[src/rtl/ram_burst_reader.sv]
// Read-side burst engine for ram_2nxm: walks a contiguous (wrapping) address range and
// streams the words over valid/ready with a last flag and a running modular checksum.
module ram_burst_reader #(
   parameter int N = 6,
   parameter int M = 32
) (
   input  logic         clk,
   input  logic         rst_n,
   input  logic         start,
   input  logic [N-1:0] base_adr,
   input  logic [N:0]   len,
   output logic         busy,
   output logic         done,
   output logic [M-1:0] checksum,
   output logic [N-1:0] ram_adr,
   input  logic [M-1:0] ram_dout,
   output logic         ram_we,
   output logic         out_valid,
   input  logic         out_ready,
   output logic [M-1:0] out_data,
   output logic         out_last
);

   typedef enum logic [1:0] {IDLE, READ, DRAIN, FIN} state_t;

   localparam logic [N:0] LEN_ONE = (N+1)'(1);

   state_t     state, state_next;
   logic [N:0] remaining;
   logic       accept;
   logic       load;
   logic       handshake;

   assign handshake = out_valid && out_ready;
   assign busy      = (state == READ) || (state == DRAIN);
   assign done      = (state == FIN);
   assign ram_we    = 1'b0;

   always_ff @(posedge clk or negedge rst_n) begin
      if (!rst_n) state <= IDLE;
      else        state <= state_next;
   end

   // The output register refills whenever it is empty or its word is being taken.
   always_comb begin
      state_next = state;
      accept     = 1'b0;
      load       = 1'b0;
      case (state)
         IDLE: begin
            if (start) begin
               accept     = 1'b1;
               state_next = (len == '0) ? FIN : READ;
            end
         end
         READ: begin
            if (!out_valid || out_ready) begin
               load = 1'b1;
               if (remaining == LEN_ONE) state_next = DRAIN;
            end
         end
         DRAIN: begin
            if (handshake) state_next = FIN;
         end
         FIN:     state_next = IDLE;
         default: state_next = IDLE;
      endcase
   end

   always_ff @(posedge clk or negedge rst_n) begin
      if (!rst_n) begin
         ram_adr   <= '0;
         remaining <= '0;
         checksum  <= '0;
         out_valid <= 1'b0;
         out_data  <= '0;
         out_last  <= 1'b0;
      end else if (accept) begin
         ram_adr   <= base_adr;
         remaining <= len;
         checksum  <= '0;
      end else if (load) begin
         out_data  <= ram_dout;
         out_valid <= 1'b1;
         out_last  <= (remaining == LEN_ONE);
         ram_adr   <= ram_adr + N'(1);
         remaining <= remaining - LEN_ONE;
         checksum  <= checksum + ram_dout;
      end else if (state == DRAIN && handshake) begin
         out_valid <= 1'b0;
         out_last  <= 1'b0;
      end
   end

endmodule

[config.mk]
export PLATFORM = sky130hd
export DESIGN_NAME = ram_burst_reader
export DESIGN_NICKNAME = d
export VERILOG_FILES = /design/src/rtl/ram_burst_reader.sv
export SDC_FILE = /design/constraint.sdc
export NUM_CORES = 1
export LEC_CHECK = 0
export BUFFER_PORTS_ARGS = -buffer_cell sky130_fd_sc_hd__buf_4
export CAP_MARGIN = 10
export CORE_UTILIZATION = 50
export CTS_BUF_LIST = sky130_fd_sc_hd__clkbuf_2
export CTS_CLUSTER_DIAMETER = 80
export CTS_CLUSTER_SIZE = 20
export DETAILED_ROUTE_END_ITERATION = 6
export GPL_TIMING_DRIVEN = 1
export HOLD_SLACK_MARGIN = 0.02
export PLACE_DENSITY = 0.75
export SETUP_SLACK_MARGIN = 0.4
export SLEW_MARGIN = 10
export SYNTH_ARGS = -nofsm -noshare
export SYNTH_HDL_FRONTEND = slang
export SYNTH_SLANG_ARGS = --single-unit
[constraint.sdc]
create_clock -name clk -period 5.36 [get_ports clk]
set_input_delay 1.072 -clock clk [delete_from_list [all_inputs] [get_ports clk]]
set_output_delay 1.072 -clock clk [all_outputs]
set_load 0.05 [all_outputs]
# Word-level counts from Yosys, hierarchy flattened
# Index checks and enable logic that the tools add are counted.
[word_totals]
output_inout_bits = 75
ff_bits = 81
input_bits = 49
elab_cells = 50
[classes]
n_bitwise = 1
mux = 19
eq_ne = 8
n_reduce_logical = 12
addsub = 3
[op_table]
columns = ["operator", "count"]
rows = [
  ["32-bit two-way mux", 2],
  ["32-bit adder", 1],
  ["7-bit two-way mux", 2],
  ["6-bit two-way mux", 2],
  ["2-bit two-way mux", 5],
  ["2-bit case mux with 4 select lines", 1],
  ["7-bit by 1-bit equality test with 1-bit output, second input constant", 1],
  ["7-bit logical NOT", 1],
  ["1-bit two-way mux", 7],
  ["7-bit by 1-bit subtractor with 7-bit output, second input constant", 1],
  ["6-bit by 1-bit adder with 6-bit output, second input constant", 1],
  ["2-bit equality test, second input constant", 2],
  ["2-bit by 1-bit inequality test with 1-bit output, second input constant", 2],
  ["2-bit inequality test, second input constant", 2],
  ["2-bit AND reduction", 2],
  ["4-bit AND reduction", 1],
  ["2-bit nonzero test", 2],
  ["2-bit by 1-bit equality test with 1-bit output, second input constant", 1],
  ["1-bit logical AND", 2],
  ["2-bit logical NOT", 1],
  ["1-bit logical OR", 2],
  ["1-bit logical NOT", 1],
  ["1-bit inverter", 1],
]

# Logic depth before layout (Yosys ltp)
# Gate-level depths: netlist of the first run.
[logic_depth]
word_depth = 6
ltp_mapped = 10
mapped_depth_nobuf = 9

# Least setup slack after synthesis of the first run
# Ideal clock, no wire load.
[synth_timing]
kind = "input-to-reg"
startpoint = "input port ram_dout[0]"
endpoint = "register checksum[30]"
slack_ps = 2041
n_path_buf = 1
required_time_ps = 5225
arrival_time_ps = 3184
path_stages = 10
setup_ps = 135
cell_sequence = "ha_1 > fa_1 > a21o_1 > a221oi_2 > nor4b_1 > or4b_1 > buf_6 > a21oi_4 > or3b_1 > nand4_1"
[synth_via]
elab_chain_len = 3
[synth_rtl]
columns = ["element", "line", "source"]
rows = [
  ["from (decl)", "16", "input logic [M-1:0] ram_dout,"],
  ["32-bit adder", "88", "checksum <= checksum + ram_dout;"],
  ["32-bit two-way mux", "82", "end else if (load) begin"],
  ["32-bit two-way mux", "78", "end else if (accept) begin"],
  ["to (signal assigned)", "88", ""],
  ["to (decl)", "14", "output logic [M-1:0] checksum,"],
]
# No other way between the ends. The select of a mux whose other input is x is not followed.
# A chain may end at the register's enable or synchronous reset.

# Worst setup path after layout of the first run
[layout_timing]
startpoint = "input port ram_dout[0]"
endpoint = "register checksum[28]"
# Same word-level chain as after synthesis.

==> impl_metrics.ini, run 1 <==
[timing]
finalSetupViolCount = 0
finalSetupTns_ns = 0
hold_viol_final = 0
timing.hold.ws_ns = 0.5317
slew_violations = 0
min_period_ns = 3.127
slew_headroom = 0.2898
fin_skew_ns = 0.03340
period_share = 0.5833
rsz0062_at_grt = false
fmax_mhz = 319.8
worstMarginPinSlew_ns = 1.065

[clocking]
clock-sinks = 81
clock_latency_ns = 0.58
cts_hold_buf = 0
clockBufferDepth = 2
post_cts_buffers = 0
cts_resized = 0
root_buffer = clkbuf_2
cts_tree = yes
numCtsBuffers = 9
htreeDepth = 3
clk_pin_slew_ns = 0.19

[pwr]
power_switching_mw = 2.525
intPower_mw = 2.134
p_seq_frac = 0.243
power_density_nw_per_um2 = 729.1
p_total_mw = 4.658
p_clk_frac = 0.070
peakVddDrop_mv = 0.3808
switching_share = 0.5420
leakage_nw = 3.008
combPwrFrac = 0.687

[cells_and_area]
mostFrequentLayoutCells = 126 x buf_4, 81 x dfrtp_1, 69 x nand2_1
syn_to_final_growth_pct = 20.77
final_common_cell = buf_4
nFillCells = 907
antenna_cells = 0
nNetsFinal = 766
drive_gt1_frac = 0.2727

[routing]
drt_iter0_drc = 218
avgViaCountPerCell = 5.831
drc = 0
post_drt_wl_per_cell_um = 16.71
drt_wl_total_mm = 13.67
drt_pre_antenna_iters = 5
vias = 4770
postRouteAntennaNets = 0

[die]
dieArea_um2 = 11000
core_area_um2 = 10280
pin_count = 124
start_util = 0.5147
fp-row-count = 37
die_h_um = 104.9
die_x_um = 104.9

[synth]
synth-edff-count = 0
synthXorXnorAreaFrac = 0.04636
synthSimpleGateAreaFrac = 0.1649
syn_nets = 659
yosys.cell_types.count = 60
synth_area_um2 = 5290
synth_top_family_by_area = compound AO/OA/AOI/OAI gates
synth_cells = 570
yosysWarningCount = 0
ys_seq_elements = 81
synth.avg_cell_area_um2 = 9.281
synthMuxAreaShare = 0.07403
async_reset_ff_frac = 1.000
synth-seq-area-share = 0.3832
synth_flop_cell = dfrtp_1
synth_compound_area_frac = 0.2062
synthAdderAreaFrac = 0.09603

[worst_hold_path]
min_path_type = reg -> reg

[setup_path]
critPathMostFrequentCell = a31oi_1
crit_chain = buf_4 -> ha_1 -> fa_1 -> a21o_1 -> a221oi_2 -> o211ai_1 -> a31oi_1 -> a31oi_1 -> xnor2_1 -> a21oi_1
cp.arrival_ns = 3.59
crit_slowest_cell = a31oi_1
path_class = in -> reg
cp_max_fo = 4
cp.required_ns = 5.82
slowest_delay_ns = 0.51
critPathLaunchType = primary input
end_kind = register

[grt]
gr-total-overflow = 0
grt_pass1_wl_mm = 22.67
grt_max_degree = 82
grt_antenna_before_repair = 0
grt_usage = 0.2568
grt_pass1_vias = 4686

[outcome]
status = completed

[place]
dpl.hpwl_mm = 9.746
place_congestion = 0.8577
io_buffers = 122

[run]
cap_violations = 0
per-stage QoR:
step | worst slack [ns] | util | instances | area [µm²]
floorplan | 2.041 | - | 570 | 5290
global placement | 1.666 | 0.6115 | 802 | 6285
detailed placement | 1.599 | 0.6115 | 802 | 6285
CTS | 2.277 | 0.6216 | 818 | 6389
global route | 2.124 | 0.6216 | 818 | 6389
finish | 2.233 | 0.6216 | 818 | 6389
worst max-delay path: cells and delay by family:
family          cells  cell delay [ns]
buf+inv             1             0.11
xor+xnor            1             0.18
fa+ha+maj           2             0.61
compound gates      6             1.62
synthesized netlist by cell type (all sizes together) (5+ instances only):
master   n  area share
ha      39       0.092
nor2    22       0.016
dfrtp   81        0.38
and3     8      0.0095
a211oi   8       0.012
nand4   13       0.015
a21o    24       0.034
nand3   16       0.015
a31oi   11       0.013
inv      6      0.0043
clkbuf  23       0.017
mux2    33       0.070
a21oi   51       0.050
buf      7      0.0078
o21ai   45       0.043
o21a     5      0.0071
nand2b   5      0.0059
nand2   69       0.049
o211ai   5      0.0071
xor2    17       0.028
xnor2   11       0.018
nor2b    5      0.0059
nor3    16       0.015
sequential cells by signal, summed over array words and instances, names as in the netlist:
register	cells
out_last	1
out_valid	1
remaining	7
checksum	32
ram_adr	6
out_data	32
state	2
metal layers:
metal  up-vias  wire [µm]  part of all wire  global-route usage
met5         -          0                 0                   0
met4         0        183             0.013             0.07646
met3        14        842             0.062             0.06737
met2       145       6520              0.48              0.4196
met1      2314       6119              0.45              0.3344
li1       2297          -                 -                   -
area by class of cell:
type	count	area (µm²)	area share
clock buffers	12	60.06	0.009401
well taps	136	170.2	0.02664
inverters	6	22.52	0.003525
multi-input cells	453	3119	0.4882
clock inverters	4	43.79	0.006855
flip-flops and latches	81	2027	0.3173
repair buffers	126	945.9	0.1481
worst paths after layout:
path	start	endpoint	slack, ns	cells past startpoint
hold reg to reg	out_data[11]$_DFFE_PN0P_	out_data[11]$_DFFE_PN0P_	0.53	1
setup / recovery	ram_dout[0]	checksum[28]$_DFFE_PN0P_	2.23	10
min in group asynchronous	rst_n	checksum[20]$_DFFE_PN0P_	0.64	1
max in group asynchronous	rst_n	checksum[24]$_DFFE_PN0P_	4.00	1
setup reg to reg	checksum[0]$_DFFE_PN0P_	checksum[28]$_DFFE_PN0P_	2.35	9
hold / removal	out_data[11]$_DFFE_PN0P_	out_data[11]$_DFFE_PN0P_	0.53	1
logic make-up after synthesis:
group                    count (synthesis)
XOR/XNOR                                28
other                                    1
flip-flops                              81
AND/OR/NAND/NOR                        178
multiplexers                            35
AO/OA/AOI/OAI                          171
buffers and inverters                   36
adder cells (fa/ha/maj)                 40
power groups by stage:
stage               clock network (mW)  registers (mW)  logic [mW]
global route                     0.357            1.18        3.43
finish                           0.326            1.13        3.20
floorplan                            0            1.99        1.48
global placement                     0            1.13        3.13
CTS                              0.335            1.13        3.20
detailed placement                   0            1.14        3.19
Power figures use the tool's default switching activity.
==> inputs of run 2 (changes only) <==
- clock period: 5.36 -> 2.9 ns (I/O delays scaled with it)
==> run 2 against run 1 <==
Sequential power rose by 86%. Highest routed layer unchanged. Via count up 5.7%. Final area is 9.0% higher. First-iteration DRC count is 39% higher. Cell count increased by 4.9%. Power up 100%. Worst setup slack got worse by 2.0 ns. Critical path type is now reg -> reg. Largest power group unchanged.
==> impl_metrics.ini, run 2 (synthesis gave the netlist of run 1 again) <==
[grt]
grt_pass1_wl_mm = 24.10
grt_pass1_vias = 5175
grt_max_degree = 46
gr-total-overflow = 0
grt_usage = 0.2738
grt_antenna_before_repair = 0

[setup_path]
cp.required_ns = 3.40
end_kind = register
cp_max_fo = 2
cp.arrival_ns = 3.18
critPathLaunchType = register
path_class = reg -> reg

[routing]
drt_wl_total_mm = 14.93
drt_iter0_drc = 303
drc = 0
postRouteAntennaNets = 0
drt_pre_antenna_iters = 5
avgViaCountPerCell = 5.878
post_drt_wl_per_cell_um = 17.40
vias = 5043

[pwr]
p_total_mw = 9.328
peakVddDrop_mv = 0.7666
leakage_nw = 3.214
power_density_nw_per_um2 = 1340

[cells_and_area]
final_common_cell = buf_4
top_regs = checksum: 32 flops, out_data: 32 flops, remaining: 7 flops
nFillCells = 808
fin_util = 0.6774
drive_gt1_frac = 0.3546
nNetsFinal = 806
antenna_cells = 0
syn_to_final_growth_pct = 31.60
mostFrequentLayoutCells = 161 x buf_4, 76 x dfrtp_1, 69 x nand2_1

[timing]
rsz0062_at_grt = true
fmax_mhz = 374.1
period_share = 0.9218
finalSetupTns_ns = 0
slew_violations = 0
worstMarginPinSlew_ns = 0.6689
setup_ws_ns = 0.2268
min_period_ns = 2.673
finalSetupViolCount = 0
fin_skew_ns = 0.04723
hold_viol_final = 0
slew_headroom = 0.5493

[clocking]
clockBufferDepth = 2
clock_latency_ns = 0.59
clock-sinks = 81
htreeDepth = 3
root_buffer = clkbuf_2
numCtsBuffers = 9
cts_tree = yes
clk_pin_slew_ns = 0.27

[die]
start_util = 0.5147
core_area_um2 = 10280
pin_count = 124
die_x_um = 104.9
dieArea_um2 = 11000
die_h_um = 104.9
fp-row-count = 37

[outcome]
status = completed

[place]
io_buffers = 122
place_congestion = 0.9318
post-place-ws_ns = -0.1317
dpl.hpwl_mm = 10.58

[run]
cap_violations = 0

[worst_hold_path]
min_path_type = in -> reg
run 2: changes by cell type in the layout (fill, tap and decap cells not counted), moves of 3 or more:
cell,delta
dfrtp_1,-5
buf_4,+35
ha_1,-8
a21oi_2,+3
a21oi_1,-4
dfrtp_2,+5
ha_4,+8
buf_6,+3
o21ai_0,-5
o21ai_1,+4
run 2: report_power, final:
| part | leakage, nW | internal (mW) | total, mW | switching, mW |
|---|---|---|---|---|
| registers | 0.983 | 1.68 | 2.10 | 0.424 |
| clock network | 0.0756 | 0.283 | 0.708 | 0.425 |
| logic | 2.16 | 2.45 | 6.52 | 4.06 |
run 2: final cells by class:
type / count / area (µm²) / share of cell area
Clock buffer: 10 / 50.05 / 0.007189
Sequential cell: 81 / 2033 / 0.2921
Tap cell: 136 / 170.2 / 0.02444
Timing Repair Buffer: 166 / 1272 / 0.1828
Multi-Input combinational cell: 453 / 3329 / 0.4783
Clock inverter: 6 / 83.83 / 0.01204
Inverter: 6 / 22.52 / 0.003235
run 2: path summary, 6_finish.rpt:
check	startpoint	to	slack, ns	cells past startpoint
min in group asynchronous	rst_n	checksum[27]$_DFFE_PN0P_	0.45	2
max reg2reg	checksum[0]$_DFFE_PN0P_	checksum[8]$_DFFE_PN0P_	0.23	11
max in group asynchronous	rst_n	checksum[19]$_DFFE_PN0P_	1.77	3
min	len[6]	remaining[6]$_DFFE_PN0P_	0.19	3
min reg2reg	out_data[1]$_DFFE_PN0P_	out_data[1]$_DFFE_PN0P_	0.54	1
max	checksum[0]$_DFFE_PN0P_	checksum[8]$_DFFE_PN0P_	0.23	11
run 2: per-stage QoR:
| stage | hold slack, ns | cell area (µm²) | std cells |
|---|---|---|---|
| final | 0.1896 | 6962 | 858 |
| after global routing | 0.1945 | 6962 | 858 |
| after CTS | 0.1828 | 6794 | 851 |
| after detailed placement | 0.4969 | 6511 | 826 |
| after global placement | 0.4913 | 6511 | 826 |
| after floorplan | 0.2844 | 5324 | 570 |
run 2: critical path: stages (launching register included):
cell	delay, ns
dfrtp_2	0.47
ha_4	0.17
fa_2	0.34
a21o_1	0.23
buf_4	0.15
buf_6	0.11
a221o_2	0.36
buf_4	0.15
a21o_1	0.17
a211o_1	0.30
nand3_1	0.10
a21oi_1	0.08
run 2: timing repair:
action,4_1_cts,5_1_grt
gates cloned,0,0
endpoints found under the hold margin,36,0
gates resized for setup,15,22
setup buffers,8,7
setup endpoints to repair,16,19
hold buffers,1,0
pin swaps,10,14
run 2: per-layer routing:
layer	vias up	routed length [µm]	GRT usage
met2	184	7517	0.4811
met5	-	0	0
met1	2455	6325	0.3327
met4	0	256	0.1097
met3	26	830	0.04679
li1	2378	-	-
